==> src/rtl/sprdma.sv <==
// ---------------------------------------------------------------------------
// sprdma - NES sprite DMA engine.
//
// Snoops CPU writes to $4014 on the cpumc bus. On such a write it latches the
// page number, raises 'active' (which stalls the CPU and switches the cpumc
// bus mux to this block) and copies $XX00-$XXFF into the PPU OAM data port
// ($2004): one read-address cycle, one read-data cycle, one write cycle per
// byte.
//
// Ports:
//   clk            50 MHz system clock
//   rst_n          asynchronous active-low reset
//   cpumc_a_in     snooped cpumc address bus
//   cpumc_din_in   snooped cpumc write data
//   cpumc_r_nw_in  snooped cpumc R/!W
//   cpu_din_in     read-return data (valid one clock after the address)
//   active         high while the DMA owns the bus
//   a_out          DMA address
//   dout           DMA write data
//   r_nw_out       DMA R/!W
//
// Optional feature macro: SPRDMA_ODD_ALIGN_EN
//   When defined, a free-running cycle-parity bit stretches START to two
//   cycles if the trigger lands on an odd cycle (513/514-cycle NES behaviour).
// ---------------------------------------------------------------------------
module sprdma (
    input  logic        clk,
    input  logic        rst_n,
    input  logic [15:0] cpumc_a_in,
    input  logic [7:0]  cpumc_din_in,
    input  logic        cpumc_r_nw_in,
    input  logic [7:0]  cpu_din_in,
    output logic        active,
    output logic [15:0] a_out,
    output logic [7:0]  dout,
    output logic        r_nw_out
);

    typedef enum logic [2:0] {
        S_IDLE    = 3'd0,
        S_START   = 3'd1,
        S_RD_ADDR = 3'd2,
        S_RD_DATA = 3'd3,
        S_WR      = 3'd4
    } state_t;

    state_t      state_r, state_s;
    logic [7:0]  page_r, page_s;
    logic [7:0]  cnt_r, cnt_s;
    logic [7:0]  data_q_r, data_q_s;
    logic        active_r, active_s;
    logic [15:0] a_out_r, a_out_s;
    logic [7:0]  dout_r, dout_s;
    logic        r_nw_r, r_nw_s;
    logic        trigger_s;

`ifdef SPRDMA_ODD_ALIGN_EN
    logic        parity_r;
    logic        start_ext_r, start_ext_s;

    // Free-running cycle parity used to decide whether START is stretched.
    always_ff @(posedge clk or negedge rst_n) begin
        if (!rst_n) begin
            parity_r <= 1'b0;
        end else begin
            parity_r <= ~parity_r;
        end
    end
`endif

    assign trigger_s = (cpumc_a_in == 16'h4014) && (cpumc_r_nw_in == 1'b0);

    // Next-state logic; output values are computed from the next state so
    // that every output comes straight from a flop.
    always_comb begin
        state_s  = state_r;
        page_s   = page_r;
        cnt_s    = cnt_r;
        data_q_s = data_q_r;
`ifdef SPRDMA_ODD_ALIGN_EN
        start_ext_s = start_ext_r;
`endif
        case (state_r)
            S_IDLE: begin
                if (trigger_s) begin
                    state_s = S_START;
                    page_s  = cpumc_din_in;
                    cnt_s   = 8'h00;
`ifdef SPRDMA_ODD_ALIGN_EN
                    start_ext_s = parity_r;
`endif
                end else begin
                    state_s = S_IDLE;
                end
            end
            S_START: begin
`ifdef SPRDMA_ODD_ALIGN_EN
                if (start_ext_r) begin
                    start_ext_s = 1'b0;
                end else begin
                    state_s = S_RD_ADDR;
                end
`else
                state_s = S_RD_ADDR;
`endif
            end
            S_RD_ADDR: begin
                state_s = S_RD_DATA;
            end
            S_RD_DATA: begin
                // One-clock read latency: data is valid during this cycle.
                data_q_s = cpu_din_in;
                state_s  = S_WR;
            end
            S_WR: begin
                // The transfer ends at the 8-bit wrap; no ninth address bit.
                if (cnt_r == 8'hFF) begin
                    state_s = S_IDLE;
                end else begin
                    cnt_s   = cnt_r + 8'd1;
                    state_s = S_RD_ADDR;
                end
            end
            default: begin
                state_s = S_IDLE;
            end
        endcase

        // Idle/start drive a harmless read of $0000.
        active_s = 1'b1;
        a_out_s  = 16'h0000;
        dout_s   = 8'h00;
        r_nw_s   = 1'b1;
        case (state_s)
            S_IDLE: begin
                active_s = 1'b0;
            end
            S_START: begin
                active_s = 1'b1;
            end
            S_RD_ADDR, S_RD_DATA: begin
                a_out_s = {page_s, cnt_s};
            end
            S_WR: begin
                a_out_s = 16'h2004;
                dout_s  = data_q_s;
                r_nw_s  = 1'b0;
            end
            default: begin
                active_s = 1'b0;
            end
        endcase
    end

    // State, transfer registers and registered bus outputs.
    always_ff @(posedge clk or negedge rst_n) begin
        if (!rst_n) begin
            state_r  <= S_IDLE;
            page_r   <= 8'h00;
            cnt_r    <= 8'h00;
            data_q_r <= 8'h00;
            active_r <= 1'b0;
            a_out_r  <= 16'h0000;
            dout_r   <= 8'h00;
            r_nw_r   <= 1'b1;
`ifdef SPRDMA_ODD_ALIGN_EN
            start_ext_r <= 1'b0;
`endif
        end else begin
            state_r  <= state_s;
            page_r   <= page_s;
            cnt_r    <= cnt_s;
            data_q_r <= data_q_s;
            active_r <= active_s;
            a_out_r  <= a_out_s;
            dout_r   <= dout_s;
            r_nw_r   <= r_nw_s;
`ifdef SPRDMA_ODD_ALIGN_EN
            start_ext_r <= start_ext_s;
`endif
        end
    end

    assign active   = active_r;
    assign a_out    = a_out_r;
    assign dout     = dout_r;
    assign r_nw_out = r_nw_r;

endmodule
==> config.mk <==
export PLATFORM = sky130hd
export DESIGN_NAME = sprdma
export DESIGN_NICKNAME = d
export VERILOG_FILES = /design/src/rtl/sprdma.sv
export SDC_FILE = /design/constraint.sdc
export NUM_CORES = 1
export LEC_CHECK = 0
export BUFFER_PORTS_ARGS = -buffer_cell sky130_fd_sc_hd__buf_2
export CAP_MARGIN = 20
export CORE_MARGIN = 2
export CORE_UTILIZATION = 40
export CTS_BUF_LIST = sky130_fd_sc_hd__clkbuf_2 sky130_fd_sc_hd__clkbuf_4 sky130_fd_sc_hd__clkbuf_8
export DETAILED_ROUTE_END_ITERATION = 16
export PLACE_DENSITY = 0.71
export SETUP_SLACK_MARGIN = 0.5
export SLEW_MARGIN = 20
export SYNTH_ARGS = -nofsm -noshare
export SYNTH_HDL_FRONTEND = slang
export SYNTH_SLANG_ARGS = --single-unit
==> constraint.sdc <==
create_clock -name clk -period 2.25 [get_ports clk]
set_input_delay 0.1125 -clock clk [delete_from_list [all_inputs] [get_ports clk]]
set_output_delay 0.1125 -clock clk [all_outputs]
set_load 0.05 [all_outputs]
# Word level (Yosys, flattened, before mapping)
# Index checks and enable logic that the tools add are counted.
dict set report totals {
  reg_bits 53
  out_inout_bits 26
  elab_cells 37
}
dict set report classes {
  addsub 1
  n_eq_ne 10
  n_mux 13
  n_bitwise 1
  n_reduce_logical 4
}
# cell count
set op_table {}
lappend op_table {{$mux 8} 6}
lappend op_table {{$pmux 16 s2} 1}
lappend op_table {{$eq 16x15->1 const B} 1}
lappend op_table {{$pmux 8 s2} 1}
lappend op_table {{$pmux 3 s5} 1}
lappend op_table {{$eq 3x2->1 const B} 4}
lappend op_table {{$add 8x1->8 const B} 1}
lappend op_table {{$eq 8x8->1 const B} 1}
lappend op_table {{$eq 3x1->1 const B} 2}
lappend op_table {{$eq 3x3->1 const B} 2}
lappend op_table {{$reduce_or 4->1} 1}
lappend op_table {{$logic_not 3->1} 1}
lappend op_table {{$mux 1} 3}
lappend op_table {{$mux 2} 1}
lappend op_table {{$reduce_or 2->1} 1}
lappend op_table {{$logic_and 1x1->1} 1}
lappend op_table {{$not 1->1} 1}

# Logic depth before layout (Yosys ltp)
# Gate-level depths: netlist of the first run.
dict set report logic_depth {
  depth_word 7
  depth_mapped 7
}

# Worst setup path before layout of the first run
# No wires, ideal clock.
dict set report synth_path {
  path_type {reg-to-reg}
  startpoint {register state_r[1]}
  endpoint {register page_r[5]}
  setup_time_ns 0.127
  arrival_time_ns 1.472
  slack_ns 0.651
  path_stages_with_launch 5
  path_cell_list {dfrtp_1 -> nor3_2 -> and3_1 -> buf_4 -> mux2_1}
}
dict set report synth_between {
  elab_chain_len 2
}
# element line_no
set synth_lines {}
lappend synth_lines {{start, declared} 47} ;# state_t state_r, state_s;
lappend synth_lines {{start signal, assigned} 170} ;# state_r <= state_s;
lappend synth_lines {{$logic_not 3->1} 83} ;# case (state_r)
lappend synth_lines {{$mux 8} 83}
lappend synth_lines {{net page_s[5]} 48} ;# logic [7:0] page_r, page_s;
lappend synth_lines {{end signal, assigned} 171} ;# page_r <= page_s;
lappend synth_lines {{end, declared} 48}
# The timed path passes the listed nets, and every way through them passes these cells.

# Worst setup path after layout of the first run
dict set report layout_path {
  startpoint {register cnt_r[0]}
  endpoint {register cnt_r[5]}
}
dict set report layout_between {
  elab_chain_len 3
  elab_cells_between_ends 4
  cone_classes {add/sub (1); eq/ne (1); mux (2)}
}
# element line_no
set layout_lines {}
lappend layout_lines {{start, declared} 49} ;# logic [7:0] cnt_r, cnt_s;
lappend layout_lines {{start signal, assigned} 172} ;# cnt_r <= cnt_s;
lappend layout_lines {{$add 8x1->8 / $eq 8x8->1 (equally long branches)} {120, 117}}
lappend layout_lines {{$mux 8 (*)} 117} ;# if (cnt_r == 8'hFF) begin
lappend layout_lines {{$pmux 8 s2 (*)} 83}
lappend layout_lines {{net cnt_s[5]} 49}
# Mark *: on every way through the listed nets, which the timed path passes. The rest lies on a longest branch.

==> out/metrics.cfg, run 1 <==
[run_status]
outcome = completed

[drt]
routed_via_density = 5.123
drc = 0
drt-total-wl_um = 3783
firstDrtPassIters = 4
detail_route.iter0.violations = 70
ant_nets = 0
vias = 1455
wire_per_inst_um = 13.32

[job]
drv_cap = 0

[yosys]
syn-num-nets = 197
yosysWarningCount = 0
synth_seq_cells = 45
synth_cell_types = 35
synth_edf_count = 0
syn_avg_cell_area_um2 = 11.27
synth_area_um2 = 1814
seq_area_frac_synth = 0.6214
ys.flop_type = dfrtp_1
async_flop_share = 1.000
synth_cells = 161

[clock_network]
root_buffer = clkbuf_8
clkSinkCount = 45
clk_pin_slew_worst_paths_ps = 80
numCtsBuffers = 5
clockBufferDepth = 2
clock_latency_ps = 290
cts_tree = done
cts_htree_levels = 2

[final_layout]
diodes = 0
fill_cells = 370
nets = 267
final_common_cell = buf_2
area_delta_synth_final_pct = 30.14
stdcell_count = 284
multi_input_area_um2 = 630.6
drive_above_1_share = 0.3750
final_cell_mix = buf_2, dfrtp_1, and3_1
regArea_um2 = 1127

[die]
ios = 61
num_rows = 24
core_area_um2 = 4354
start_util = 0.4167
dieArea_um2 = 5090
fp.dieH_um = 71.35
die_width_um = 71.35

[place]
numPortBuffers = 60
hpwl_um = 2781
dp_cells = 272
gp_congestion = 0.7676

[critical_path]
cp.arrival_ps = 1870
critPathLaunchType = register
end_kind = register
critPathKind = reg2reg
required_ps = 2470
worstPathMaxFanout = 7
rrSetupSlack_ps = 600

[power_and_ir_drop]
switching_share = 0.4108
switching_power_w = 0.001288
power-per-cell-area_nw_per_um2 = 1328
p_comb_frac = 0.421
power_frac_seq = 0.354
p_int_w = 0.001848
leakagePower_nw = 1.237
p_clk_frac = 0.225
ir_worst_vdd_mv = 0.4151

[timing]
timing.fmax_mhz = 607.8
worst-slew-pin-transition_ps = 533.7
skew_ps = 6.152
hold_viol = 0
period_share = 0.7312
rsz0062_at_grt = false
final-max-slew-violation-count = 0
setup_tns_ps = 0
min_period_ps = 1645
finalSetupViolations = 0
relSlewSlack = 0.6442

[grt]
grt_use_total = 0.1583
grt_pass1_wl_um = 6396
grt_max_degree = 25
antenna_found_initial = 0
grt_pass1_vias = 1434
overflow = 0

[worst_hold_path]
min_path_type = in2reg

-- final timing paths --
path	start	endpoint	cells past startpoint
worst min register to register	page_r[7]$_DFF_PN0_	page_r[7]$_DFF_PN0_	2
worst max-delay path	cnt_r[0]$_DFF_PN0_	cnt_r[5]$_DFF_PN0_	5
worst max register to register	cnt_r[0]$_DFF_PN0_	cnt_r[5]$_DFF_PN0_	5
min in group asynchronous	rst_n	cnt_r[0]$_DFF_PN0_	2
worst min-delay path	cpu_din_in[5]	dout[5]$_DFF_PN0_	2
max in group asynchronous	rst_n	r_nw_out$_DFF_PN1_	3
-- Yosys cell counts (2+ instances only) --
| cell type | number | share of area |
|---|---|---|
| mux2i_1 | 2 | 0.011 |
| o211ai_1 | 7 | 0.029 |
| clkbuf_1 | 2 | 0.0041 |
| nand3_1 | 4 | 0.011 |
| nand2_1 | 12 | 0.025 |
| nor3_1 | 2 | 0.0055 |
| nor2_1 | 9 | 0.019 |
| or2_2 | 2 | 0.0069 |
| xor2_1 | 2 | 0.0097 |
| nor4b_1 | 2 | 0.0097 |
| o21ai_0 | 11 | 0.030 |
| nor3b_1 | 2 | 0.0083 |
| a21oi_1 | 12 | 0.033 |
| buf_2 | 4 | 0.011 |
| inv_1 | 5 | 0.010 |
| and3_1 | 13 | 0.045 |
| nand4_1 | 8 | 0.028 |
| buf_4 | 2 | 0.0083 |
| dfrtp_1 | 44 | 0.61 |
-- registers in the layout (all words and copies together) (netlist names) --
| register | flops |
|---|---|
| dout | 8 |
| r_nw_out | 1 |
| active | 1 |
| state_r | 3 |
| page_r | 8 |
| cnt_r | 8 |
| a_out | 16 |
-- cells by family (layout without fill, tap and decap cells) --
group           count (synthesis)  after routing  synth area share
flops                          45             45            0.6214
simple gates                   63             63            0.2014
buf+inv                        13             84           0.03379
compound gates                 34             34            0.1097
xor+xnor                        2              2          0.009657
mux                             3              3           0.01724
fa+ha+maj                       1              1          0.006895
-- layer usage --
layer	up-vias	wire, µm	GRT usage
met5	-	0	0
met1	680	1685	0.2061
met2	58	1795	0.2593
met4	0	36	0.05031
li1	713	-	-
met3	4	266	0.04219
-- metrics by stage --
stage | worst slack, ps | cell area [µm²] | util | power (W) | hold WS, ps
4_1_cts | 522.3 | 2333 | 0.5359 | 0.003143 | 46.22
5_1_grt | 504.7 | 2361 | 0.5422 | 0.003335 | 49.55
3_3_place_gp | 536.3 | 2190 | 0.5029 | 0.002414 | 123.3
2_1_floorplan | 651.0 | 1814 | - | 0.002067 | -183.1
6_report | 604.8 | 2361 | 0.5422 | 0.003136 | 52.37
3_5_place_dp | 526.7 | 2190 | 0.5029 | 0.002433 | 126.7
-- power groups by stage --
stage	Combinational (W)	Clock, W	Sequential [W]
3_5_place_dp	0.00131	0	0.00113
5_1_grt	0.00144	0.000760	0.00113
2_1_floorplan	0.000498	0	0.00157
6_report	0.00132	0.000705	0.00111
4_1_cts	0.00131	0.000722	0.00111
3_3_place_gp	0.00129	0	0.00113
-- area by class of cell --
type | instances | area share
clock buffer | 5 | 0.02915
clock inverter | 3 | 0.02756
inverter | 5 | 0.007949
multi-input combinational | 103 | 0.2671
sequential | 45 | 0.4775
tap | 52 | 0.02756
timing repair buffer | 71 | 0.1632
-- worst max-delay path: stages, from the launching register on --
cell,delay [ps]
dfrtp_1,430
ha_1,250
nand3_2,120
o21ai_2,110
or4_4,500
a21oi_1,150
-- what timing repair did --
action                                  CTS  global route
endpoints found under the setup margin    0             4
endpoints found under the hold margin    23             0
setup buffers                             0             3
gates resized for setup                   0             1
hold buffers                              1             0
Note: power is estimated with default switching activity, not from simulation.
==> run 2: changes to the inputs <==
==> constraint.sdc (replaced) <==
create_clock -name clk -period 1.71 [get_ports clk]
set_input_delay 0.0855 -clock clk [delete_from_list [all_inputs] [get_ports clk]]
set_output_delay 0.0855 -clock clk [all_outputs]
set_load 0.05 [all_outputs]
==> run 2 against run 1 <==
  * Critical path depth rose by 1
  * Die area is the same
  * Sequential cell count is the same
==> out/metrics.cfg, run 2 (synthesized netlist as in run 1, its figures left out) <==
[place]
numPortBuffers = 60
gp_congestion = 0.8226
dpl_cell_area_um2 = 2301
hpwl_um = 2986

[final_layout]
area_delta_synth_final_pct = 53.03
fin_area_um2 = 2776
diodes = 0
largest_reg_flops = 16
final_common_cell = buf_2
drive_above_1_share = 0.5800
final_cell_mix = buf_2, dfrtp_1, buf_4
nets = 285

[power_and_ir_drop]
switching_share = 0.4407
power-per-cell-area_nw_per_um2 = 1675
ir_worst_vdd_mv = 0.7019
switching_power_w = 0.002049
leakagePower_nw = 1.348
power_frac_seq = 0.317
p_total_w = 0.004650
p_int_w = 0.002600
p_clk_frac = 0.149
p_comb_frac = 0.534

[die]
start_util = 0.4167
core_area_um2 = 4354
ios = 61
num_rows = 24
die_width_um = 71.35
fp.dieH_um = 71.35
dieArea_um2 = 5090

[drt]
ant_nets = 0
detail_route.iter0.violations = 53
routed_via_density = 5.301
drt-total-wl_um = 4713
firstDrtPassIters = 4
wire_per_inst_um = 15.61
vias = 1601
drc = 0

[grt]
grt_use_total = 0.1835
grt_pass1_vias = 1596
grt_max_degree = 27
antenna_found_initial = 0
grt_pass1_wl_um = 7355
overflow = 0

[clock_network]
numCtsBuffers = 5
clockBufferDepth = 2
clkSinkCount = 45
clk_pin_slew_worst_paths_ps = 90
root_buffer = clkbuf_8
cts_tree = done
cts_htree_levels = 2
clock_latency_ps = 300

[critical_path]
path_common_cell = buf_6
crit_buf_inv = 2
required_ps = 1890
worstPathMaxFanout = 5
cp.arrival_ps = 1770
cp_cell_sequence = nand4_1, o211ai_1, a22o_1, buf_6, buf_6, a21oi_2
critPathKind = reg2reg
cpPeakStageDelay_ps = 400
end_kind = register
crit_family = compound AO/OA/AOI/OAI gates
critPathLaunchType = register
slowest_stage = dfrtp_1

[timing]
worst-slew-pin-transition_ps = 450.6
rsz0062_at_grt = true
setup_tns_ps = 0
hold_ws_ps = 12.19
hold_viol = 0
skew_ps = 10.28
min_period_ps = 1593
relSlewSlack = 0.6996
timing.fmax_mhz = 627.8
final-max-slew-violation-count = 0
finalSetupViolations = 0
period_share = 0.9315

[worst_hold_path]
min_path_type = in2reg

[job]
drv_cap = 0

[run_status]
outcome = completed

## run 2: cell count changes in the layout (fill, tap and decap cells not counted), sizes merged
cell,before,now
clkbuf,5,6
buf,70,88
clkinv,1,2
bufinv,2,0
## run 2: per-stage QoR
stage	setup WS, ps	utilization	instances
6_report	117.2	0.6376	302
5_1_grt	65.73	0.6376	302
4_1_cts	164.0	0.6178	300
3_5_place_dp	118.4	0.5284	277
3_3_place_gp	199.4	0.5284	277
2_1_floorplan	180.3	-	161
## run 2: worst reg2reg max path, cell delays in order (launching register included)
cell and delay, ps:
dfrtp_1 400, nand4_1 260, o211ai_1 310, a22o_1 220
buf_6 130, buf_6 120, a21oi_2 40
## run 2: repair_timing
item | 4_1_cts | 5_1_grt
pin swaps | 25 | 9
hold buffers | 1 | 0
setup buffers | 13 | 2
endpoints found under the setup margin | 34 | 44
gates resized for setup | 43 | 15
hold endpoints to repair | 18 | 0
gates cloned | 1 | 0
## run 2: layer usage
metal,share of wire,track usage,vias up
met5,0,0,-
met4,0.0076,0.04193,0
met3,0.051,0.04782,4
met2,0.53,0.3241,55
met1,0.41,0.2256,792
li1,-,-,750
## run 2: power by group through the flow
stage          clock [W]  combinational, W  sequential, W
2_1_floorplan          0          0.000777        0.00209
3_5_place_dp           0           0.00182        0.00152
6_report        0.000694           0.00248        0.00147
5_1_grt         0.000743           0.00263        0.00150
3_3_place_gp           0           0.00178        0.00151
4_1_cts         0.000700           0.00227        0.00147
## run 2: cell type report
cell class                      count  area (µm²)
Fill cell                         337        1578
Sequential cell                    45        1134
Multi-Input combinational cell    103       872.1
Timing Repair Buffer               89       590.6
Clock buffer                        6       82.58
Tap cell                           52       65.06
Inverter                            5       18.77
Clock inverter                      2       13.76
## run 2: worst paths after layout
kind                                           from                  end  slack [ps]  depth (start not counted)
worst max-delay path             cnt_r[3]$_DFF_PN0_   a_out[1]$_DFF_PN0_         120                          6
worst min-delay path                  cpu_din_in[5]    dout[5]$_DFF_PN0_          10                          2
worst max register to register   cnt_r[3]$_DFF_PN0_   a_out[1]$_DFF_PN0_         120                          6
worst min register to register  page_r[7]$_DFF_PN0_  page_r[7]$_DFF_PN0_         520                          2
max in group asynchronous                     rst_n   cnt_r[1]$_DFF_PN0_         940                          3
min in group asynchronous                     rst_n   a_out[2]$_DFF_PN0_         250                          2
